<file path="config.mk">
export PLATFORM = sky130hd
export DESIGN_NAME = imul_seq_radix4
export DESIGN_NICKNAME = d
export VERILOG_FILES = /design/src/rtl/imul_seq_radix4.sv
export SDC_FILE = /design/constraint.sdc
export NUM_CORES = 1
export LEC_CHECK = 0
export ABC_AREA = 1
export CORE_MARGIN = 3
export CORE_UTILIZATION = 45
export CTS_BUF_LIST = sky130_fd_sc_hd__clkbuf_16
export DETAILED_ROUTE_END_ITERATION = 7
export HOLD_SLACK_MARGIN = 0.02
export PLACE_DENSITY = 0.76
export SYNTH_ARGS = -nofsm -noshare
export SYNTH_HDL_FRONTEND = slang
export SYNTH_SLANG_ARGS = --single-unit
</file>
<file path="constraint.sdc">
create_clock -name Clock -period 4.7 [get_ports Clock]
set_input_delay 1.175 -clock Clock [delete_from_list [all_inputs] [get_ports Clock]]
set_output_delay 1.175 -clock Clock [all_outputs]
set_load 0.01 [all_outputs]
</file>
<file path="src/rtl/imul_seq_radix4.sv">
// Sequential radix-4 shift-add integer multiplier, SIZE x SIZE -> 2*SIZE bits; signed mode under `IMUL_SIGNED_EN.
// Latency: capture edge t, oValid pulses in the cycle after edge t+SIZE/2, oReady back after edge t+SIZE/2+1.
// Backpressure: oReady is high only when idle; iValid outside idle is ignored, so one product per SIZE/2+2 cycles.
module imul_seq_radix4 #(
  parameter int SIZE = 16
) (
  input  logic              Clock,
  input  logic              Reset,
  input  logic              iValid,
  output logic              oReady,
  input  logic [SIZE-1:0]   iA,
  input  logic [SIZE-1:0]   iB,
`ifdef IMUL_SIGNED_EN
  input  logic              iSigned,
`endif
  output logic [2*SIZE-1:0] oResult,
  output logic              oValid
);

  localparam int HALF   = SIZE / 2;
  localparam int STEP_W = (HALF > 1) ? $clog2(HALF) : 1;
  localparam int MAG_W  = SIZE + 1;   // room for the magnitude of -2^(SIZE-1)
  localparam int PP_W   = SIZE + 2;   // 3*A fits without loss
  localparam int ACC_W  = 2 * SIZE;
  localparam logic [STEP_W-1:0] LAST_STEP = STEP_W'(HALF - 1);

  typedef enum logic [1:0] {
    IDLE = 2'd0,
    CALC = 2'd1,
    DONE = 2'd2
  } state_t;

  state_t            state_q, state_d;
  logic [MAG_W-1:0]  a_q, a_d;
  logic [MAG_W-1:0]  b_q, b_d;
  logic [ACC_W-1:0]  acc_q, acc_d;
  logic [ACC_W-1:0]  result_q, result_d;
  logic [STEP_W-1:0] step_q, step_d;
  logic              neg_q, neg_d;

  logic              sgn_a, sgn_b;
  logic [MAG_W-1:0]  a_mag, b_mag;
  logic [PP_W-1:0]   a_ext;
  logic [PP_W-1:0]   pp;
  logic [ACC_W-1:0]  pp_shift;
  logic [ACC_W-1:0]  sum;

  // Operand magnitudes and signs as they would be captured this cycle.
  always_comb begin
    sgn_a = 1'b0;
    sgn_b = 1'b0;
`ifdef IMUL_SIGNED_EN
    sgn_a = iSigned & iA[SIZE-1];
    sgn_b = iSigned & iB[SIZE-1];
`endif
    a_mag = sgn_a ? (MAG_W'(0) - {iA[SIZE-1], iA}) : {1'b0, iA};
    b_mag = sgn_b ? (MAG_W'(0) - {iB[SIZE-1], iB}) : {1'b0, iB};
  end

  // Radix-4 partial product from the two low multiplier bits, aligned to the current digit.
  always_comb begin
    a_ext = {1'b0, a_q};
    pp    = '0;
    case (b_q[1:0])
      2'd0:    pp = '0;
      2'd1:    pp = a_ext;
      2'd2:    pp = a_ext << 1;
      default: pp = a_ext + (a_ext << 1);
    endcase
    pp_shift = ACC_W'(pp) << {step_q, 1'b0};
    sum      = acc_q + pp_shift;
  end

  // Next-state and datapath updates; every target holds unless the state says otherwise.
  always_comb begin
    state_d  = state_q;
    a_d      = a_q;
    b_d      = b_q;
    acc_d    = acc_q;
    result_d = result_q;
    step_d   = step_q;
    neg_d    = neg_q;
    case (state_q)
      IDLE: begin
        if (iValid) begin
          state_d = CALC;
          a_d     = a_mag;
          b_d     = b_mag;
          acc_d   = '0;
          step_d  = '0;
          neg_d   = sgn_a ^ sgn_b;
        end
      end
      CALC: begin
        acc_d  = sum;
        b_d    = b_q >> 2;
        step_d = step_q + STEP_W'(1);
        if (step_q == LAST_STEP) begin
          state_d  = DONE;
          result_d = neg_q ? (ACC_W'(0) - sum) : sum;
        end
      end
      DONE: begin
        state_d = IDLE;
      end
      default: begin
        state_d = IDLE;
      end
    endcase
  end

  // State register; reset wins over any capture or calculation in the same cycle.
  always_ff @(posedge Clock) begin
    if (Reset) begin
      state_q  <= IDLE;
      a_q      <= '0;
      b_q      <= '0;
      acc_q    <= '0;
      result_q <= '0;
      step_q   <= '0;
      neg_q    <= 1'b0;
    end else begin
      state_q  <= state_d;
      a_q      <= a_d;
      b_q      <= b_d;
      acc_q    <= acc_d;
      result_q <= result_d;
      step_q   <= step_d;
      neg_q    <= neg_d;
    end
  end

  assign oReady  = (state_q == IDLE);
  assign oValid  = (state_q == DONE);
  assign oResult = result_q;

endmodule

</file>
=== Word level (Yosys, flattened, before mapping) ===
Cells that the tools add are included.
W data, S select, Z words.

* Register bits: 102
* Logic and storage cells: 34
* Output and inout port bits: 34
* Bits of input ports: 35

* Muxes and demuxes: 10
* Add/subtract/negate cells: 3
* Reduce and logical (&&, ||, !) cells: 7
* Equality and inequality tests: 7
* Shift operators: 1

{| class="wikitable"
|+ Operators with widths
! operator !! number
|-
| $pmux W32 S2 || 1
|-
| $pmux W18 S3 || 1
|-
| $pmux W17 S2 || 1
|-
| $add A32 B32 Y32 || 1
|-
| $mux W32 || 1
|-
| $shl A18 B4 Y32 || 1
|-
| $add A16 B17 Y18 || 1
|-
| $mux W17 || 1
|-
| $reduce_and A2 Y1 || 4
|-
| $pmux W3 S2 || 1
|-
| $eq A2 B1 Y1 const B || 2
|-
| $eq A2 B2 Y1 const B || 2
|-
| $logic_not A2 Y1 || 2
|-
| $mux W2 || 2
|-
| $ne A2 B2 Y1 const B || 2
|-
| $pmux W2 S2 || 1
|-
| $add A3 B1 Y3 const B || 1
|-
| $eq A3 B3 Y1 const B || 1
|-
| $mux W3 || 1
|-
| $reduce_bool A2 Y1 || 1
|}

=== Depth between registers and ports, before layout ===
Gate-level depths: netlist (run 1).

* Word-level depth: 5
* Depth in mapped cells: 29
* Depth with buffers taken out: 29

=== Worst setup path before layout (run 1) ===
Ideal clock, no wire load.

* Path type: reg-to-reg
* From: register a_q[0]
* To: register result_q[14] (netlist: oResult[14])
* Library setup time: 116 ps
* Setup slack: 1,403 ps
* Clock period less this slack: 3,297 ps
* Arrival time: 3,180 ps
* Path buffers: 0
* Stages on the path, launching flop included: 26
* Data required time: 4,584 ps
* Path through: dfxtp_1 ha_1 inv_1 fa_1 inv_1 nand2_1 nand2_1 nand3_1 nand2_1 a21oi_1 or2_1 nand3_1 nand3_1 nand3_1 nand3_1 o21ai_1 ha_1 a21oi_1 o21ai_0 a21oi_1 nand2_1 or2_2 nand2_1 nand2_1 o211ai_1 inv_1

* Word-level cells in the longest chain between the ends: 4

{| class="wikitable"
|+ Ends and longest elaborated chain
! item !! line !! text
|-
| start, declared || 34 || <nowiki>logic [MAG_W-1:0] a_q, a_d;</nowiki>
|-
| start signal, assigned || 116 || <nowiki>a_q <= '0;</nowiki>
|-
| start signal, assigned || 124 || <nowiki>a_q <= a_d;</nowiki>
|-
| $add A16 B17 Y18 || 68 || <nowiki>default: pp = a_ext + (a_ext << 1);</nowiki>
|-
| $pmux W18 S3 * || 64 || <nowiki>case (b_q[1:0])</nowiki>
|-
| $shl A18 B4 Y32 * || 70 || <nowiki>pp_shift = ACC_W'(pp) << {step_q, 1'b0};</nowiki>
|-
| $add A32 B32 Y32 * || 71 || <nowiki>sum = acc_q + pp_shift;</nowiki>
|-
| end signal, assigned || 127 || <nowiki>result_q <= result_d;</nowiki>
|-
| end, declared || 37 || <nowiki>logic [ACC_W-1:0] result_q, result_d;</nowiki>
|}

Mark *: on every way between the ends. The rest lies on a longest branch, timed or not.
A chain may end at the register's enable or synchronous reset.

=== Final worst setup path (run 1) ===
* From: register a_q[0]
* To: register result_q[30] (netlist: oResult[30])

The elaborated chain is that of the path after synthesis.

==> impl_metrics.csv, run 1 <==
group,metric,value,unit
worst_hold_path,min_path_type,"reg2reg",
place,hpwlAfterDp,15.74,mm
timing,maximum_frequency_from_static_timing_analysis,0.2493,GHz
synth,synthesis.yosys.warnings,0,
finish,instances_no_fill,1405,
synth,combined_area_of_all_synthesized_cells,7390,µm²
timing,rsz0062_at_grt,"false",
synth,synth_cell_types,44,
die,initial_utilization,0.4618,
timing,timing.final.crit_period,4012,ps
grt,first_global_vias,7236,
timing,relSlewSlack,0.3972,
synth,synthTopCellsByArea,"sky130_fd_sc_hd__dfxtp_1 (27%), sky130_fd_sc_hd__nand2_1 (14%), sky130_fd_sc_hd__ha_1 (8.3%)",
run_status,status,"finished clean",
route,vias,7505,
grt,maximum_number_of_pins_on_one_net_before_global_route_repair,62,
power,power_leakage,3.749,nW
finish,layout.nets,1270,
worst_hold_path,whs_endpoint,"b_q[12]",
clocking,clkSinkCount,101,
route,wl_per_cell,14.85,µm
timing,final-setup-viol-count,0,
power,p_total,2.217,mW
timing,finalMaxSlewViolations,0,
clocking,clock_tree.htree_level_count,3,
clocking,clkLatencyLatePin,370,ps
worst_setup_path,worst_r2r_path_depth,26,
worst_setup_path,worst-endpoint-arrival,4280,ps
route,route.final.wire_length,20.86,mm
worst_setup_path,cpMaxStageDelayCell,"sky130_fd_sc_hd__dfxtp_1",
power,ir_worst_vdd,0.1943,mV
clocking,cts-root-to-sink-buffers,2,
worst_setup_path,criticalPathCategory,"reg2reg",
worst_setup_path,critPathMaxStageDelay,370,ps
die,placementRows,46,
timing,postLayoutSetupSlackWorst,688.4,ps
job,drv_cap,0,
synth,synth_adder_area_share,0.08838,
clocking,worst_setup_hold_path_clk_slew,80,ps
route,drt_pre_antenna_iters,6,
clocking,post_cts_hold_buffer_count,0,
clocking,cts_setup_buffers,0,
finish,insertedDiodeCount,0,
clocking,cts_root_buf,"sky130_fd_sc_hd__clkbuf_16",
worst_setup_path,critPathMostFrequentCell,"sky130_fd_sc_hd__nand2_1",
finish,drive_above_1_share,0.05214,
route,drt-initial-drc-count,648,
grt,grt_pass1_wl,34.58,mm
synth,syn_nets,1232,
place,detailedPlace.worstSlack,785.8,ps
synth,yosys-mux-area-fraction,0,
grt,antenna_found_initial,0,
die,core-area,16000,µm²
worst_setup_path,cp-startpoint,"a_q[0]",
synth,synth.top_cell.area_share,0.2736,
timing,final_worst_path_cycle_share,0.8535,
synth,post-synth-top-area-cell,"sky130_fd_sc_hd__dfxtp_1",
timing,timing_hold_violations_final,0,
grt,leftover_overflow_at_the_end_of_global_routing,0,
synth,edff_count_synth,0,
finish,area_delta_synth_final,15.31,%
die,floorplan.die_area,17990,µm²
finish,layout.filler_cells,1680,
synth,synth_seq_cells,101,
synth,asyncSetResetFlopFracSynth,0,
worst_setup_path,startpoint_type,"register",
clocking,postCtsResizedCells,0,
finish,utilization_after_layout,0.5325,
worst_setup_path,rr_startpoint,"a_q[0]",
timing,final.setup.tns,0,ps
worst_setup_path,rr_endpoint,"oResult[30]",
synth,synth_ff_type,"sky130_fd_sc_hd__dfxtp_1",
place,place.detailed.instances,1389,
synth,synth_area_in_simple_gates,0.3027,
route,viasPerCell,5.342,
synth,compound_gate_fraction_of_synth_area,0.2235,
worst_setup_path,worstPathMaxFanout,5,
route,route.detailed.drc,0,
place,port-buffer-count,68,
route,detail-route-antenna-nets,0,
synth,synth-seq-area-share,0.2736,
place,gp_congestion,0.8949,
place,detailed_place.area,8204,µm²
clocking,tritoncts.num_buffers,9,
worst_setup_path,cp_data_required_time,4970,ps
synth,synthCells,1146,
grt,groute.usage.overall,0.2327,
die,die_width,134.1,µm
synth,synth_xor_area_frac,0.02252,
synth,main_combinational_cell_family_by_area_after_synthesis,"simple AND/OR/NAND/NOR gates",
worst_hold_path,number_of_stages_on_the_worst_hold_path,2,
worst_setup_path,worst_setup_path_end_kind,"register",
timing,hold_ws,451.9,ps
die,io_pins,69,
power,powerDensity,260.2,nW/µm²
timing,worst_pin_slew,902.1,ps
die,die_height,134.1,µm
synth,avgSynthCellArea,6.448,µm²
finish,postLayoutCellArea,8521,µm²
timing,fin_skew,7.501,ps
worst_setup_path,timing.reg2reg.setup_slack,690,ps
clocking,clock_tree_from_tritoncts,"yes",
worst_hold_path,min_from,"b_q[12]",
cell usage after synthesis (3+ instances only):
cell type / instances
sky130_fd_sc_hd__a211oi_1: 28
sky130_fd_sc_hd__a21o_1: 6
sky130_fd_sc_hd__a21oi_1: 107
sky130_fd_sc_hd__a31oi_1: 3
sky130_fd_sc_hd__buf_1: 11
sky130_fd_sc_hd__buf_2: 11
sky130_fd_sc_hd__clkbuf_1: 26
sky130_fd_sc_hd__dfxtp_1: 101
sky130_fd_sc_hd__ha_1: 49
sky130_fd_sc_hd__inv_1: 114
sky130_fd_sc_hd__inv_2: 6
sky130_fd_sc_hd__nand2_1: 280
sky130_fd_sc_hd__nand2_2: 7
sky130_fd_sc_hd__nand3_1: 103
sky130_fd_sc_hd__nand3_2: 3
sky130_fd_sc_hd__nand4_1: 9
sky130_fd_sc_hd__nor2_1: 94
sky130_fd_sc_hd__nor3_1: 3
sky130_fd_sc_hd__nor4_1: 4
sky130_fd_sc_hd__o211ai_1: 6
sky130_fd_sc_hd__o21a_1: 7
sky130_fd_sc_hd__o21ai_0: 61
sky130_fd_sc_hd__o21ai_1: 21
sky130_fd_sc_hd__o21ai_2: 5
sky130_fd_sc_hd__o21bai_1: 21
sky130_fd_sc_hd__o221ai_1: 5
sky130_fd_sc_hd__o22ai_1: 7
sky130_fd_sc_hd__or2_1: 4
sky130_fd_sc_hd__or2_2: 5
sky130_fd_sc_hd__xnor2_1: 4
sky130_fd_sc_hd__xor2_1: 15
worst max-delay path by stage:
stage | to | depth (start not counted)
6_report | oResult[30] | 26
5_1_grt | oResult[30] | 26
4_1_cts | oResult[30] | 26
3_5_place_dp | acc_q[24] | 26
3_3_place_gp | oResult[30] | 26
2_1_floorplan | oResult[14] | 25
cell families after synthesis:
logic type | count (synthesis)
and+or+nand+nor | 523
DFF | 101
xor gates and xnor gates | 19
adders and majority gates | 51
buffers and inverters | 170
AOI/OAI and AO/OA | 282
state kept, by name, summed over array words and instances, names as in the netlist:
name     cells
state_q      2
oResult     32
b_q         16
step_q       3
a_q         16
acc_q       32
per-layer routing:
metal  global-route usage  share of wire  vias to the layer above
met3              0.03638          0.041                       22
met5                    0              0                        -
li1                     -              -                     3917
met2               0.3995           0.47                      156
met1               0.3067           0.47                     3410
met4              0.06052          0.015                        0
critical path, delay by kind of cell, from the launching register on:
family | cells | cell delay, ps
flip-flops | 1 | 370
AND/OR/NAND/NOR | 17 | 1980
AO/OA/AOI/OAI | 3 | 530
buffers and inverters | 3 | 170
adder cells (fa/ha/maj) | 3 | 860
cell type report:
class / instances / area [µm²] / area share
Clock buffer: 9 / 225.2 / 0.02643
Clock inverter: 7 / 91.34 / 0.01072
Inverter: 120 / 450.4 / 0.05286
Multi-Input combinational cell: 875 / 4718 / 0.5537
Sequential cell: 101 / 2022 / 0.2373
Tap cell: 216 / 270.3 / 0.03172
Timing Repair Buffer: 77 / 743.2 / 0.08722
power by group:
group	internal, mW	switching (mW)	total, mW
combinational	0.166	0.313	0.479
sequential	0.890	0.0258	0.916
clock	0.428	0.394	0.823
total	1.48	0.733	2.22
cells in the final DEF (no fill, tap or decap), types with 28 or more instances in the layout:
cell type                           n
sky130_fd_sc_hd__nand3_1          103
sky130_fd_sc_hd__inv_1            114
sky130_fd_sc_hd__nor2_1            92
sky130_fd_sc_hd__o21ai_0           61
sky130_fd_sc_hd__a211oi_1          28
sky130_fd_sc_hd__ha_1              49
sky130_fd_sc_hd__clkdlybuf4s50_1   67
sky130_fd_sc_hd__nand2_1          280
sky130_fd_sc_hd__a21oi_1          107
sky130_fd_sc_hd__dfxtp_1          101
Power figures use the tool's default switching activity.
==> run 2: changes to the inputs <==
CORE_UTILIZATION = 35   (was 45)
PLACE_DENSITY = 0.64   (was 0.76)
==> run 2 against run 1 <==
Effect of this change:
- sequential share of layout area shrank 0.14 points
- power shrank 2.8%
- largest power group unchanged
- critical endpoint is now oResult[28]
- sequential power is essentially flat
- largest cell class unchanged
- non-clock buffer count is the same
==> impl_metrics.csv, run 2 (same netlist as run 1, synthesis figures left out) <==
group,metric,value,unit
power,share_clk_of_total_power,0.349,
clocking,post_cts_hold_buffer_count,0,
power,ir_worst_vdd,0.1770,mV
route,drt-initial-drc-count,436,
grt,antenna_found_initial,0,
power,power_leakage,3.743,nW
job,drv_cap,0,
clocking,cts_setup_buffers,0,
worst_setup_path,rr_startpoint,"a_q[0]",
timing,final_worst_path_cycle_share,0.8550,
place,detailed_place.area,8284,µm²
finish,instances_no_fill,1459,
die,core-area,20490,µm²
timing,rsz0062_at_grt,"false",
grt,maximum_number_of_pins_on_one_net_before_global_route_repair,62,
run_status,status,"finished clean",
route,viasPerCell,5.114,
clocking,clock_tree_from_tritoncts,"yes",
grt,leftover_overflow_at_the_end_of_global_routing,0,
timing,timing_hold_violations_final,0,
worst_setup_path,criticalPathCategory,"reg2reg",
route,route.detailed.drc,0,
die,io_pins,69,
finish,postLayoutCellArea,8569,µm²
timing,final-setup-viol-count,0,
power,comb_power_share,0.225,
worst_hold_path,min_path_type,"reg2reg",
clocking,worst_setup_hold_path_clk_slew,80,ps
die,die_width,151.3,µm
clocking,cts_root_buf,"sky130_fd_sc_hd__clkbuf_16",
power,p_int,1.427,mW
grt,top_usage_layer,"met2",
power,powerDensity,251.5,nW/µm²
finish,final_cell_mix,"sky130_fd_sc_hd__nand2_1 (280), sky130_fd_sc_hd__inv_1 (114), sky130_fd_sc_hd__a21oi_1 (107)",
grt,groute.usage.overall,0.1913,
worst_setup_path,worst-endpoint-arrival,4280,ps
clocking,postCtsResizedCells,0,
clocking,cts-root-to-sink-buffers,2,
die,initial_utilization,0.3606,
worst_setup_path,worst_r2r_path_depth,26,
route,wl_per_cell,14.75,µm
worst_setup_path,startpoint_type,"register",
power,switching_share,0.3380,
timing,maximum_frequency_from_static_timing_analysis,0.2489,GHz
place,port-buffer-count,68,
timing,fin_skew,12.07,ps
timing,worst_pin_slew,954.9,ps
worst_setup_path,crit_path_end,"oResult[28]",
grt,grtUsageMet1,0.2615,
worst_setup_path,rr_endpoint,"oResult[28]",
grt,first_global_vias,7147,
route,route.final.wire_length,21.52,mm
worst_setup_path,cp-startpoint,"a_q[0]",
clocking,clkLatencyLatePin,360,ps
timing,timing.final.crit_period,4018,ps
grt,grt.met3_usage,0.02992,
clocking,clkSinkCount,101,
grt,grt_pass1_wl,35.54,mm
timing,final.setup.tns,0,ps
route,detail-route-antenna-nets,0,
die,placementRows,52,
place,gp_congestion,0.9201,
finish,layout.filler_cells,2185,
clocking,tritoncts.num_buffers,9,
finish,area_delta_synth_final,15.97,%
grt,grt_use_met2,0.3145,
clocking,clock_tree.htree_level_count,3,
power,p_switching,0.7283,mW
worst_setup_path,cp_data_required_time,4960,ps
place,detailedPlace.worstSlack,755.5,ps
finish,utilization_after_layout,0.4181,
die,floorplan.die_area,22890,µm²
finish,drive_above_1_share,0.05130,
timing,postLayoutSetupSlackWorst,681.6,ps
worst_setup_path,worstPathMaxFanout,5,
timing,finalMaxSlewViolations,0,
timing,relSlewSlack,0.3618,
finish,insertedDiodeCount,0,
die,die_height,151.3,µm
finish,layout.nets,1270,
worst_setup_path,worst_setup_path_end_kind,"register",
power,power.sequential.fraction,0.425,
worst_setup_path,timing.reg2reg.setup_slack,680,ps
route,vias,7461,
place,hpwlAfterDp,16.26,mm
finish,most_frequent_standard_cell_in_the_layout_excluding_fill_and_tap_cells,"sky130_fd_sc_hd__nand2_1",
place,place.detailed.instances,1443,
route,drt_pre_antenna_iters,5,
## run 2: metal layers
metal | vias to the layer above | share of wire
met3 | 26 | 0.038
li1 | 3922 | -
met4 | 0 | 0.017
met2 | 150 | 0.45
met5 | - | 0
met1 | 3363 | 0.49
## run 2: how the worst min path moves through the flow
stage                  from  endpoint  slack (ps)  cells after the start
floorplan           b_q[12]   b_q[12]         430                      2
finish              b_q[12]   b_q[12]         450                      2
CTS                 b_q[12]   b_q[12]         460                      2
detailed placement  b_q[12]   b_q[12]         440                      2
global route        b_q[13]   b_q[13]         480                      2
global placement    b_q[12]   b_q[12]         440                      2
## run 2: area by class of cell
| type | instances | area (µm²) | share of cell area |
|---|---|---|---|
| well taps | 270 | 337.8 | 0.03942 |
| flip-flops and latches | 101 | 2022 | 0.2359 |
| inverters | 120 | 450.4 | 0.05256 |
| clock inverters | 7 | 60.06 | 0.007008 |
| multi-input cells | 875 | 4718 | 0.5506 |
| repair buffers | 77 | 755.7 | 0.08819 |
| clock buffers | 9 | 225.2 | 0.02628 |
## run 2: per-stage QoR
| stage | hold WS, ps | power [mW] |
|---|---|---|
| 3_5_place_dp | 444.2 | 1.414 |
| 4_1_cts | 455.3 | 2.177 |
| 3_3_place_gp | 441.5 | 1.411 |
| 5_1_grt | 484.3 | 2.269 |
| 6_report | 451.8 | 2.155 |
| 2_1_floorplan | 430.0 | 1.276 |
## run 2: worst max-delay path, stage by stage (launching register included)
cell                       delay, ps
sky130_fd_sc_hd__dfxtp_1         400
sky130_fd_sc_hd__ha_1            190
sky130_fd_sc_hd__inv_1            50
sky130_fd_sc_hd__fa_1            360
sky130_fd_sc_hd__inv_1            70
sky130_fd_sc_hd__nand2_1          60
sky130_fd_sc_hd__nand2_1         100
sky130_fd_sc_hd__nand3_1          70
sky130_fd_sc_hd__nand2_1         130
sky130_fd_sc_hd__a21oi_1          90
sky130_fd_sc_hd__or2_1           210
sky130_fd_sc_hd__nand3_1          90
sky130_fd_sc_hd__nand3_1         120
sky130_fd_sc_hd__nand3_1         130
sky130_fd_sc_hd__nand3_1         110
sky130_fd_sc_hd__o21ai_1         120
sky130_fd_sc_hd__ha_1            300
sky130_fd_sc_hd__a21oi_1         230
sky130_fd_sc_hd__o21ai_1         130
sky130_fd_sc_hd__a21boi_0        290
sky130_fd_sc_hd__nor2_1          130
sky130_fd_sc_hd__nor2_1          150
sky130_fd_sc_hd__nand2_1          60
sky130_fd_sc_hd__nand2_1          50
sky130_fd_sc_hd__nand2_1          80
sky130_fd_sc_hd__o21bai_1        130
sky130_fd_sc_hd__inv_1            50
## run 2: power groups by stage
| stage | registers (mW) | clock network [mW] | logic, mW |
|---|---|---|---|
| finish | 0.916 | 0.753 | 0.486 |
| global route | 0.920 | 0.801 | 0.548 |
| CTS | 0.916 | 0.778 | 0.483 |
| detailed placement | 0.936 | 0 | 0.478 |
| global placement | 0.936 | 0 | 0.476 |
| floorplan | 0.925 | 0 | 0.351 |
